$ cat src/rtl/booth_mult_seq.sv
// Sequential radix-2 Booth multiplier with signed/unsigned mode and a start/busy/done handshake.
// Operands are extended by one bit so that a single two's-complement datapath handles both modes.
module booth_mult_seq #(
  parameter int WIDTH = 16
) (
  input  logic                 clk,
  input  logic                 rst,
  input  logic                 start,
  input  logic                 signed_mode,
  input  logic [WIDTH-1:0]     multiplier,
  input  logic [WIDTH-1:0]     multiplicand,
  output logic                 busy,
  output logic                 done,
  output logic [2*WIDTH-1:0]   product
);

  localparam int W1 = WIDTH + 1;
  localparam int AW = W1 + 1;
  localparam int CW = $clog2(W1);

  typedef enum logic [1:0] {
    S_IDLE,
    S_RUN,
    S_DONE
  } state_t;

  state_t               state_q, state_d;
  logic [AW-1:0]        a_q, a_d;
  logic [W1-1:0]        q_q, q_d;
  logic                 q1_q, q1_d;
  logic [W1-1:0]        m_q, m_d;
  logic [CW-1:0]        count_q, count_d;
  logic [2*WIDTH-1:0]   product_q, product_d;

  logic [W1-1:0]        ext_mr, ext_mc;
  logic [AW-1:0]        m_wide;
  logic [AW-1:0]        addsub;
  logic [AW-1:0]        a_sh;
  logic [W1-1:0]        q_sh;
  logic                 q1_sh;

  assign ext_mr = {signed_mode & multiplier[WIDTH-1], multiplier};
  assign ext_mc = {signed_mode & multiplicand[WIDTH-1], multiplicand};
  assign m_wide = {m_q[W1-1], m_q};

  always_comb begin
    addsub = a_q;
    case ({q_q[0], q1_q})
      2'b01:   addsub = a_q + m_wide;
      2'b10:   addsub = a_q - m_wide;
      default: addsub = a_q;
    endcase
  end

  // One iteration: add/subtract, then arithmetic right shift of {A,Q,Q-1}.
  assign {a_sh, q_sh, q1_sh} = {addsub[AW-1], addsub, q_q};

  always_comb begin
    state_d   = state_q;
    a_d       = a_q;
    q_d       = q_q;
    q1_d      = q1_q;
    m_d       = m_q;
    count_d   = count_q;
    product_d = product_q;
    case (state_q)
      S_IDLE: begin
        if (start) begin
          m_d     = ext_mc;
          q_d     = ext_mr;
          a_d     = '0;
          q1_d    = 1'b0;
          count_d = '0;
          state_d = S_RUN;
        end
      end
      S_RUN: begin
        a_d     = a_sh;
        q_d     = q_sh;
        q1_d    = q1_sh;
        count_d = count_q + CW'(1);
        if (count_q == CW'(W1 - 1)) begin
          product_d = {a_sh[WIDTH-2:0], q_sh};
          state_d   = S_DONE;
        end
      end
      S_DONE: begin
        state_d = S_IDLE;
      end
      default: begin
        state_d = S_IDLE;
      end
    endcase
  end

  always_ff @(posedge clk) begin
    if (rst) begin
      state_q   <= S_IDLE;
      a_q       <= '0;
      q_q       <= '0;
      q1_q      <= 1'b0;
      m_q       <= '0;
      count_q   <= '0;
      product_q <= '0;
    end else begin
      state_q   <= state_d;
      a_q       <= a_d;
      q_q       <= q_d;
      q1_q      <= q1_d;
      m_q       <= m_d;
      count_q   <= count_d;
      product_q <= product_d;
    end
  end

  assign busy    = (state_q != S_IDLE);
  assign done    = (state_q == S_DONE);
  assign product = product_q;

endmodule

$ cat config.mk
export PLATFORM = sky130hd
export DESIGN_NAME = booth_mult_seq
export DESIGN_NICKNAME = d
export VERILOG_FILES = /design/src/rtl/booth_mult_seq.sv
export SDC_FILE = /design/constraint.sdc
export NUM_CORES = 1
export LEC_CHECK = 0
export CAP_MARGIN = 20
export CORE_UTILIZATION = 50
export CTS_CLUSTER_DIAMETER = 200
export CTS_CLUSTER_SIZE = 14
export DETAILED_ROUTE_END_ITERATION = 10
export GPL_ROUTABILITY_DRIVEN = 1
export PLACE_DENSITY_LB_ADDON = 0.15
export SETUP_SLACK_MARGIN = 0.05
export SYNTH_ARGS = -nofsm -noshare
export SYNTH_HDL_FRONTEND = slang
export SYNTH_SLANG_ARGS = --single-unit
$ cat constraint.sdc
create_clock -name clk -period 3.22 [get_ports clk]
set_input_delay 0.483 -clock clk [delete_from_list [all_inputs] [get_ports clk]]
set_output_delay 0.483 -clock clk [all_outputs]
set_load 0.1 [all_outputs]
* Yosys cells after proc, flatten, opt, wreduce, memory -nomap -nowiden *
Index checks and enable logic that the tools add are counted.

storage, ports and cells
  flip-flop bits (word level) = 92
  input port bits = 36
  output and inout bits = 34
  word-level logic and storage cells = 38

cells by class
  add/subtract/negate cells = 3
  equal/unequal tests = 7
  multiplexer cells = 12
  bitwise gates (word level) = 2
  reductions and logical operators = 7

operators with widths
  operator                                       count
  one-hot mux 18 bit (2 select lines)            2
  one-hot mux 17 bit (2 select lines)            1
  adder 18 bit                                   1
  2-to-1 mux 18 bit                              1
  subtractor 18 bit                              1
  2-to-1 mux 17 bit                              1
  one-hot mux 5 bit (2 select lines)             1
  AND reduction 2 bit                            4
  adder 5 x 1 -> 5 bit, second input constant    1
  == test 5 bit, second input constant           1
  2-to-1 mux 5 bit                               1
  == test 2 x 1 -> 1 bit, second input constant  2
  == test 2 bit, second input constant           2
  2-to-1 mux 2 bit                               2
  != test 2 bit, second input constant           2
  one-hot mux 2 bit (2 select lines)             1
  nonzero test 2 bit                             2
  AND 1 bit                                      2
  logical NOT 2 bit                              1
  one-hot mux 1 bit (2 select lines)             1
  2-to-1 mux 1 bit                               1

* Longest topological paths before layout *
Gate-level depths: netlist of run 1.

  depth in word-level cells = 3
  gate-level depth with buffers = 15
  mapped depth without buffers = 14

* Worst setup path after synthesis of run 1 *
Ideal clock, no wire load.

  path type = reg-to-reg
  start point = register m_q[3]
  end point = register a_q[16]
  library setup time = 123 ps
  arrival = 3280 ps
  data required time = 3097 ps
  slack = -184 ps
  stages on the path, launching flop included = 14
  buffers on the path = 0
  period minus slack after synthesis = 3404 ps
  path through = dfxtp_1 or4_4 nor3_4 nor3b_1 a31oi_1 xnor2_1 ha_1 a21oi_1 nor2b_1 o21a_1 a311o_1 a21oi_1 mux2i_1 mux2_1

on the way
  word-level cells in the longest chain between the ends = 3
  elaborated cells between the ends (all ways) = 4
  classes of those cells = add/sub: 2; mux: 2

ends and longest elaborated chain
  what                                                      RTL line  text
  from (decl)                                               31        logic [W1-1:0] m_q, m_d;
  from (signal assigned)                                    110       m_q <= m_d;
  subtractor 18 bit / adder 18 bit (equally long branches)  50, 49
  one-hot mux 18 bit (2 select lines) *                     48        case ({q_q[0], q1_q})
  one-hot mux 18 bit (2 select lines) *                     66        case (state_q)
  to (signal assigned)                                      99        a_q <= '0;
  to (signal assigned)                                      107       a_q <= a_d;
  to (decl)                                                 28        logic [AW-1:0] a_q, a_d;

Every way passes the cells marked *; elsewhere a longest branch is shown, timed or not.
A chain may end at the register's enable or synchronous reset.

* Worst setup path in the final report of run 1 *
  start point = register m_q[3]
  end point = register a_q[13]

The elaborated chain is that of the path after synthesis.

==> results.py, run 1 <==
metrics = {
    "clock_tree": {
        "clock_latency_ns": 0.36,
        "cts_sinks": 91,
        "h-tree-depth": 3,
        "root_buffer": "clkbuf_8",
        "clk_pin_slew_worst_paths_ns": 0.10,
        "numCtsBuffers": 9,
        "cts_tree": "built",
        "clk_path_buf_depth": 2,
    },
    "cells_and_area": {
        "num_antenna_cells": 0,
        "finish.utilization_pct": 69.0,
        "area.growth.synth_to_final_pct": 32.4,
        "drive_above_1_share_pct": 19.6,
        "fin_area_um2": 6460,
        "fin_cells": 880,
        "nNetsFinal": 804,
    },
    "drt": {
        "antenna_left": 0,
        "vias": 4843,
        "drc_errors": 0,
        "via_per_inst": 5.50,
        "drt-initial-drc-count": 204,
        "drt-total-wl_mm": 13.1,
        "drtPass1Iterations": 4,
        "wire_per_inst_um": 14.9,
    },
    "worst_setup_path": {
        "required_ns": 3.46,
        "crit_fanout": 4,
        "r2r_slack_ns": -0.16,
        "crit_slowest_cell": "or4_4",
        "rr_startpoint": "m_q[3]$_SDFFE_PP0P_",
        "worstSetupEndpoint": "a_q[13]$_SDFFE_PP0P_",
        "reg2reg_depth": 13,
        "crit_type": "flip-flop to flip-flop",
        "endpoint_kind": "flip-flop",
        "critical-path-max-stage-delay_ns": 0.55,
        "start_kind": "flip-flop",
        "cp.arrival_ns": 3.62,
        "worstPathCellList": "or4_4 > nor3_4 > nor3b_4 > buf_4 > a21oi_2 > xnor2_1 > ha_1 > buf_6 > and3_1 > a31o_2 > a31oi_4 > nor4_1 > or4_1",
        "crit_start": "m_q[3]$_SDFFE_PP0P_",
        "r2r-end": "a_q[13]$_SDFFE_PP0P_",
    },
    "status": {
        "status": "complete, but fails checks",
        "violations": "negative setup slack",
    },
    "worst_hold_path": {
        "hp-class": "flip-flop to flip-flop",
    },
    "synth": {
        "synth.top_cell.area_share_pct": 37.3,
        "yosysTopAreaCell": "dfxtp_1",
        "synth_top_flop_cell": "dfxtp_1",
        "ys_async_sr_fraction_pct": 0,
        "post-synth-top-count-cell": "nand2_1",
        "post_synth_num_cell_types": 53,
        "synth.avg_cell_area_um2": 7.61,
        "netlist_instances": 642,
        "synth-seq-cells": 91,
        "synth-edff-count": 0,
        "synth_nets": 700,
        "yosys-top-cells-count": "nand2_1 (96), dfxtp_1 (91), nor2_1 (89)",
        "ys_seq_area_share_pct": 37.3,
        "synth_area_leaders": "dfxtp_1 (37%), a21oi_1 (8.2%), nand2_1 (7.4%)",
        "ys_warn_count": 0,
        "netlist_area_um2": 4880,
    },
    "timing": {
        "finClkSkew_ns": 0.0164,
        "setup-tns-final_ns": -0.514,
        "fmaxAchievable_ghz": 0.296,
        "slew_violations": 0,
        "tightest_slew_ns": 0.977,
        "relSlewSlack_pct": 34.7,
        "period_share_pct": 105,
        "hold_viol": 0,
        "layout_setup_ws_ns": -0.159,
        "finalSetupViolCount": 6,
        "layout_min_cycle_time_ns": 3.38,
        "rsz0062_at_grt": "yes",
    },
    "placed_design": {
        "dp_hpwl_mm": 9.27,
        "numPortBuffers": 69,
        "dp_slack_ns": -0.200,
        "placed_area_um2": 5950,
        "dpl.cell_count": 850,
        "place_congestion": 0.871,
    },
    "floorplanning": {
        "ios": 70,
        "die_h_um": 101,
        "num_rows": 35,
        "core_um2": 9370,
        "fp.dieW_um": 101,
        "die_area_um2": 10200,
        "start_util_pct": 52.1,
    },
    "global_routing": {
        "antenna_found_initial": 0,
        "met2_usage_pct": 45.7,
        "gr-usage-met3_pct": 3.47,
        "grtUsageTotal_pct": 26.1,
        "first_global_vias": 4414,
        "met1_usage_pct": 33.5,
        "grt_overflow": 0,
        "grt_max_degree": 60,
        "grt_pass1_wl_mm": 21.1,
        "grt-busiest-layer": "met2",
    },
    "power_and_ir_drop": {
        "p_leak_nw": 2.55,
        "power_density_nw_per_um2": 482,
        "ir_drop_mv": 0.236,
    },
    "job": {
        "maxCapViolCount": 0,
    },
}
## cells in the final DEF (no fill, tap or decap), types with 4 or more instances in the layout
cell,instances
o21ai_0,7
a21oi_2,10
nand4_1,4
buf_4,76
a21oi_1,69
nor2_1,86
xnor2_1,17
o21ai_2,5
nand3_1,19
nor3b_1,8
dfxtp_1,90
and3_1,7
ha_1,19
a31oi_1,8
nor3_1,12
nand2_1,96
a21o_1,8
clkbuf_8,10
nor2b_1,9
clkdlybuf4s50_1,51
o21a_1,8
inv_1,16
nor4_1,18
buf_6,7
a211oi_1,11
mux2i_1,6
## worst min path at each step
stage                            startpoint  slack [ns]  cells after the start                       end
finish              product[9]$_SDFFE_PP0P_        0.46                      2   product[9]$_SDFFE_PP0P_
floorplan              q_q[16]$_SDFFE_PP0P_        0.44                      2  product[15]$_SDFFE_PP0P_
CTS                 product[9]$_SDFFE_PP0P_        0.46                      2   product[9]$_SDFFE_PP0P_
detailed placement  product[9]$_SDFFE_PP0P_        0.45                      2   product[9]$_SDFFE_PP0P_
global placement    product[1]$_SDFFE_PP0P_        0.44                      2   product[1]$_SDFFE_PP0P_
global route        product[9]$_SDFFE_PP0P_        0.48                      2   product[9]$_SDFFE_PP0P_
## worst max-delay path, delay by kind of cell, from the launching register on
family,cells,cell delay (ns)
flops,1,0.33
compound gates,3,0.48
buf+inv,2,0.31
xor+xnor,1,0.13
simple gates,6,1.64
fa+ha+maj,1,0.36
## logic make-up (layout without fill, tap and decap cells)
family	count (synthesis)	count (layout)	share of synthesized area (%)
AO/OA/AOI/OAI	153	153	19.2
buffers and inverters	59	168	4.53
flip-flops	91	91	37.3
adder cells (fa/ha/maj)	22	22	5.79
AND/OR/NAND/NOR	287	287	27.5
XOR/XNOR	20	20	3.59
multiplexers	10	10	2.13
## sequential cells by signal, indices dropped and copies added (netlist names)
| register | count |
|---|---|
| count_q | 5 |
| product | 32 |
| q_q | 17 |
| a_q | 17 |
| state_q | 2 |
| m_q | 17 |
| q1_q | 1 |
## where the power goes
group          leakage [nW]  internal, mW  switching [mW]
clock                0.0980         0.319           0.456
combinational          1.71         0.543           0.575
sequential            0.741          1.17          0.0452
## area by class of cell
type	count	area, um^2
Clock buffer	10	138
Clock inverter	6	57.6
Fill cell	824	2910
Inverter	17	63.8
Multi-Input combinational cell	492	3060
Sequential cell	91	1820
Tap cell	129	161
Timing Repair Buffer	135	1160
## timing repair
action | in CTS | in global routing
cloned | 0 | 0
pin swaps | 9 | 22
setup endpoints to repair | 10 | 12
hold buffers | 0 | 0
hold endpoints to repair | 0 | 0
gates resized for setup | 15 | 33
setup buffers | 6 | 9
## routing by layer
layer | vias to the layer above | routed length [um]
li1 | 2462 | -
met1 | 2280 | 5880
met2 | 81 | 6640
met3 | 20 | 350
met4 | 0 | 201
met5 | - | 0
## per-stage QoR
stage	power, mW	hold slack [ns]
2_1_floorplan	1.85	0.445
3_3_place_gp	2.18	0.444
3_5_place_dp	2.20	0.446
4_1_cts	3.03	0.461
5_1_grt	3.28	0.480
6_report	3.11	0.460
Note: power is estimated with default switching activity, not from simulation.
==> run 2: changes to the inputs <==
PLACE_DENSITY_LB_ADDON = 0.2   (was 0.15)
clock period = 3.8 ns   (was 3.22 ns; I/O delays follow)
==> results.py, run 2 (synthesis results as in run 1) <==
metrics = {
    "global_routing": {
        "grtUsageTotal_pct": 25.4,
        "grt_max_degree": 42,
        "grt_overflow": 0,
        "antenna_found_initial": 0,
        "grt_pass1_wl_mm": 20.5,
        "first_global_vias": 4397,
    },
    "timing": {
        "hold_viol": 0,
        "setup-tns-final_ns": 0,
        "tightest_slew_ns": 1.01,
        "finClkSkew_ns": 0.0175,
        "slew_violations": 0,
        "finalSetupViolCount": 0,
        "layout_setup_ws_ns": 0.227,
        "period_share_pct": 94.0,
        "fmaxAchievable_ghz": 0.280,
        "relSlewSlack_pct": 32.5,
        "rsz0062_at_grt": "no",
        "layout_min_cycle_time_ns": 3.57,
    },
    "placed_design": {
        "place_congestion": 0.933,
        "dpl.cell_count": 812,
        "numPortBuffers": 69,
        "dp_slack_ns": 0.246,
        "dp_hpwl_mm": 8.84,
        "placed_area_um2": 5680,
    },
    "worst_setup_path": {
        "required_ns": 4.07,
        "reg2reg_depth": 13,
        "crit_top_cell": "a21oi_1",
        "r2r-end": "a_q[16]$_SDFFE_PP0P_",
        "cp_num_cells": 13,
        "r2r_slack_ns": 0.23,
        "rr_startpoint": "m_q[3]$_SDFFE_PP0P_",
        "worstSetupEndpoint": "a_q[16]$_SDFFE_PP0P_",
        "critical-path-max-stage-delay_ns": 0.57,
        "crit_start": "m_q[3]$_SDFFE_PP0P_",
        "path_delay_family": "compound AO/OA/AOI/OAI gates",
        "start_kind": "flip-flop",
        "crit_slowest_cell": "or4_4",
        "cp.arrival_ns": 3.84,
        "critical_path_buf_inv_count": 1,
        "crit_type": "flip-flop to flip-flop",
        "worstPathCellList": "or4_4 > nor3_4 > nor3b_2 > buf_4 > a21oi_1 > xnor2_1 > ha_2 > a21oi_1 > o21ai_0 > a311o_1 > a21oi_1 > mux2i_1 > mux2_1",
        "endpoint_kind": "flip-flop",
        "crit_fanout": 8,
    },
    "clock_tree": {
        "h-tree-depth": 3,
        "clk_pin_slew_worst_paths_ns": 0.11,
        "post_cts_buffers": 0,
        "clock_latency_ns": 0.37,
        "numCtsBuffers": 9,
        "clk_path_buf_depth": 2,
        "cts_tree": "built",
        "root_buffer": "clkbuf_8",
        "cts_sinks": 91,
    },
    "drt": {
        "drt-initial-drc-count": 220,
        "drc_errors": 0,
        "wire_per_inst_um": 14.9,
        "via_per_inst": 5.70,
        "antenna_left": 0,
        "vias": 4717,
        "drt-total-wl_mm": 12.3,
        "drtPass1Iterations": 5,
    },
    "floorplanning": {
        "num_rows": 35,
        "die_area_um2": 10200,
        "fp.dieW_um": 101,
        "start_util_pct": 52.1,
        "die_h_um": 101,
        "core_um2": 9370,
        "ios": 70,
    },
    "worst_hold_path": {
        "hold-path-cell-count": 2,
        "hp-class": "flip-flop to flip-flop",
    },
    "cells_and_area": {
        "area.growth.synth_to_final_pct": 21.0,
        "mostFrequentLayoutCells": "nand2_1 (96), dfxtp_1 (91), nor2_1 (88)",
        "fin_area_um2": 5910,
        "drive_above_1_share_pct": 6.87,
        "num_antenna_cells": 0,
        "nNetsFinal": 752,
        "largest_register_ffs": 32,
        "fill_cells": 886,
        "final_common_cell": "nand2_1",
        "fin_cells": 828,
    },
    "job": {
        "maxCapViolCount": 0,
    },
    "power_and_ir_drop": {
        "ir_drop_mv": 0.221,
        "power.share.sequential_pct": 42.8,
        "power.switching_mw": 0.821,
        "p_leak_nw": 2.23,
        "power_density_nw_per_um2": 409,
        "p_sw_share_pct": 33.9,
        "internal_power_mw": 1.60,
        "combPwrFrac_pct": 28.5,
        "p_clk_share_pct": 28.7,
    },
    "status": {
        "status": "completed",
    },
}
[run 2: worst min-delay path by stage]
| stage | endpoint | from |
|---|---|---|
| 2_1_floorplan | product[15]$_SDFFE_PP0P_ | q_q[16]$_SDFFE_PP0P_ |
| 3_3_place_gp | product[15]$_SDFFE_PP0P_ | product[15]$_SDFFE_PP0P_ |
| 3_5_place_dp | product[15]$_SDFFE_PP0P_ | product[15]$_SDFFE_PP0P_ |
| 4_1_cts | product[1]$_SDFFE_PP0P_ | product[1]$_SDFFE_PP0P_ |
| 5_1_grt | product[7]$_SDFFE_PP0P_ | product[7]$_SDFFE_PP0P_ |
| 6_report | product[1]$_SDFFE_PP0P_ | product[1]$_SDFFE_PP0P_ |
[run 2: metal layers]
layer  track usage, %  vias to the layer above  part of all wire (%)
li1                 -                     2359                     -
met1             31.6                     2206                    44
met2             43.9                      132                    48
met3             3.61                       20                   5.6
met4             10.6                        0                   2.0
met5                0                        -                     0
[run 2: layout make-up]
class | instances | area (um^2) | area share (%)
Inverter | 17 | 63.8 | 1.08
Sequential cell | 91 | 1820 | 30.8
Timing Repair Buffer | 83 | 791 | 13.4
Clock buffer | 9 | 124 | 2.10
Clock inverter | 7 | 80.1 | 1.36
Multi-Input combinational cell | 492 | 2870 | 48.5
Tap cell | 129 | 161 | 2.73
[run 2: power groups by stage]
stage | sequential [mW] | combinational (mW) | clock (mW)
final | 1.04 | 0.688 | 0.694
after global routing | 1.04 | 0.761 | 0.749
after CTS | 1.04 | 0.676 | 0.709
after detailed placement | 1.06 | 0.673 | 0
after global placement | 1.06 | 0.660 | 0
after floorplan | 1.05 | 0.505 | 0
[run 2: timing repair]
action / 4_1_cts / 5_1_grt
endpoints found under the setup margin: 0 / 2
gates resized for setup: 0 / 5
hold buffers: 0 / 0
[run 2: per-stage QoR]
step | utilization, % | power, mW | hold WS, ns
2_1_floorplan | - | 1.55 | 0.445
3_3_place_gp | 60.6 | 1.72 | 0.445
3_5_place_dp | 60.6 | 1.73 | 0.450
4_1_cts | 62.8 | 2.42 | 0.462
5_1_grt | 63.0 | 2.55 | 0.482
6_report | 63.0 | 2.42 | 0.460
[run 2: worst min-delay path, delay by kind of cell (launching register included)]
family,cells,cell delay (ns)
and+or+nand+nor,1,0.05
DFF,1,0.32
AOI/OAI and AO/OA,1,0.05
==> run 3: changes to the inputs <==
CORE_UTILIZATION = 25   (was 50)
==> results.py, run 3 (synthesis results as in run 1) <==
metrics = {
    "power_and_ir_drop": {
        "ir_drop_mv": 0.256,
        "internal_power_mw": 1.87,
        "p_leak_nw": 2.29,
        "combPwrFrac_pct": 25.3,
        "power_density_nw_per_um2": 442,
        "power.share.sequential_pct": 37.8,
        "p_sw_share_pct": 31.7,
        "p_clk_share_pct": 36.9,
        "power.switching_mw": 0.870,
    },
    "global_routing": {
        "grtUsageTotal_pct": 14.0,
        "grt_max_degree": 70,
        "grt_pass1_wl_mm": 22.3,
        "antenna_found_initial": 0,
        "met1_usage_pct": 17.9,
        "first_global_vias": 4351,
        "grt_overflow": 0,
        "grt-busiest-layer": "met2",
        "met2_usage_pct": 23.9,
        "gr-usage-met3_pct": 2.43,
    },
    "timing": {
        "finClkSkew_ns": 0.0103,
        "finalSetupViolCount": 0,
        "layout_min_cycle_time_ns": 3.47,
        "fmaxAchievable_ghz": 0.288,
        "tightest_slew_ns": 1.01,
        "setup-tns-final_ns": 0,
        "rsz0062_at_grt": "yes",
        "period_share_pct": 91.3,
        "relSlewSlack_pct": 32.3,
        "hold_viol": 0,
        "slew_violations": 0,
    },
    "clock_tree": {
        "h-tree-depth": 3,
        "clk_path_buf_depth": 2,
        "cts_hold_buf": 0,
        "root_buffer": "clkbuf_16",
        "numCtsBuffers": 9,
        "clock_latency_ns": 0.35,
        "cts_tree": "built",
        "cts_sinks": 91,
        "clk_pin_slew_worst_paths_ns": 0.07,
    },
    "job": {
        "maxCapViolCount": 0,
    },
    "floorplanning": {
        "die_area_um2": 20100,
        "fp.dieW_um": 142,
        "die_h_um": 142,
        "core_um2": 19000,
        "num_rows": 50,
        "start_util_pct": 25.8,
        "ios": 70,
    },
    "worst_hold_path": {
        "hp-class": "flip-flop to flip-flop",
    },
    "cells_and_area": {
        "final_common_cell": "nand2_1",
        "num_antenna_cells": 0,
        "nNetsFinal": 751,
        "mostFrequentLayoutCells": "nand2_1 (95), dfxtp_1 (91), nor2_1 (88)",
        "largest_register_ffs": 32,
        "drive_above_1_share_pct": 6.88,
        "fill_cells": 2026,
        "area.growth.synth_to_final_pct": 26.8,
        "fin_cells": 958,
    },
    "placed_design": {
        "dp_hpwl_mm": 10.0,
        "numPortBuffers": 69,
        "dpl.cell_count": 942,
        "place_congestion": 0.815,
    },
    "worst_setup_path": {
        "cp_num_cells": 14,
        "reg2reg_depth": 14,
        "r2r_slack_ns": 0.33,
        "worstPathCellList": "or4_4 > nor3_4 > nor3b_2 > buf_4 > a31oi_1 > xnor2_1 > ha_1 > a21oi_2 > nor2b_1 > o21a_1 > a311o_1 > a21oi_2 > mux2i_1 > mux2_1",
        "endpoint_kind": "flip-flop",
        "crit_slowest_cell": "or4_4",
        "crit_type": "flip-flop to flip-flop",
        "worstSetupEndpoint": "a_q[16]$_SDFFE_PP0P_",
        "critical_path_buf_inv_count": 1,
        "start_kind": "flip-flop",
        "crit_top_cell": "a21oi_2",
        "path_delay_family": "simple AND/OR/NAND/NOR gates",
        "crit_start": "m_q[3]$_SDFFE_PP0P_",
        "cp.arrival_ns": 3.71,
        "required_ns": 4.04,
        "r2r-end": "a_q[16]$_SDFFE_PP0P_",
        "rr_startpoint": "m_q[3]$_SDFFE_PP0P_",
        "critical-path-max-stage-delay_ns": 0.57,
        "crit_fanout": 6,
    },
    "status": {
        "status": "completed",
    },
    "drt": {
        "drt-total-wl_mm": 13.6,
        "drtPass1Iterations": 4,
        "via_per_inst": 4.76,
        "drc_errors": 0,
        "vias": 4556,
        "wire_per_inst_um": 14.2,
        "antenna_left": 0,
        "drt-initial-drc-count": 263,
    },
}
-- run 3: changes by cell type in the layout (fill, tap and decap cells not counted), sizes merged --
cell,change
bufinv,+1
buf,-1
clkinvlp,-1
-- run 3: timing repair --
action	in CTS	in global routing
resized for setup	0	6
endpoints found under the setup margin	0	3
setup buffers	0	0
-- run 3: power groups by stage --
stage                     sequential, mW  clock, mW  combinational [mW]
after global routing                1.04       1.08               0.779
after CTS                           1.04       1.04               0.691
after floorplan                     1.05          0               0.505
final                               1.04       1.01               0.693
after global placement              1.06          0               0.686
after detailed placement            1.06          0               0.687
-- run 3: routing by layer --
metal | share of wire (%) | wire length [um]
met5 | 0 | 0
met4 | 1.4 | 191
met2 | 48 | 6550
met1 | 48 | 6470
met3 | 2.8 | 380
-- run 3: layout make-up --
class	instances	area, um^2	share of cell area, %
Clock buffer	9	225	3.63
Tap cell	260	325	5.25
Timing Repair Buffer	82	783	12.6
Clock inverter	7	103	1.66
Inverter	17	63.8	1.03
Multi-Input combinational cell	492	2870	46.4
Sequential cell	91	1820	29.4
-- run 3: per-stage QoR --
stage	instance area [um^2]	worst slack, ns	utilization, %	hold WS [ns]	total power, mW
2_1_floorplan	4880	0.396	-	0.445	1.55
3_3_place_gp	5840	0.283	30.8	0.448	1.75
3_5_place_dp	5840	0.208	30.8	0.449	1.75
4_1_cts	6170	0.196	32.5	0.460	2.77
5_1_grt	6200	0.0229	32.7	0.476	2.90
6_report	6200	0.332	32.7	0.456	2.74
-- run 3: how the worst min path moves through the flow --
stage / depth (start not counted) / slack, ns / start / end
floorplan: 2 / 0.44 / q_q[16]$_SDFFE_PP0P_ / product[15]$_SDFFE_PP0P_
global placement: 2 / 0.45 / product[14]$_SDFFE_PP0P_ / product[14]$_SDFFE_PP0P_
detailed placement: 2 / 0.45 / product[10]$_SDFFE_PP0P_ / product[10]$_SDFFE_PP0P_
CTS: 2 / 0.46 / product[5]$_SDFFE_PP0P_ / product[5]$_SDFFE_PP0P_
global route: 2 / 0.48 / product[17]$_SDFFE_PP0P_ / product[17]$_SDFFE_PP0P_
finish: 2 / 0.46 / product[5]$_SDFFE_PP0P_ / product[5]$_SDFFE_PP0P_
-- run 3: tightest hold or removal path, stage by stage (launching register included) --
cell     delay, ns
dfxtp_1       0.31
nand2_1       0.05
a21oi_1       0.05
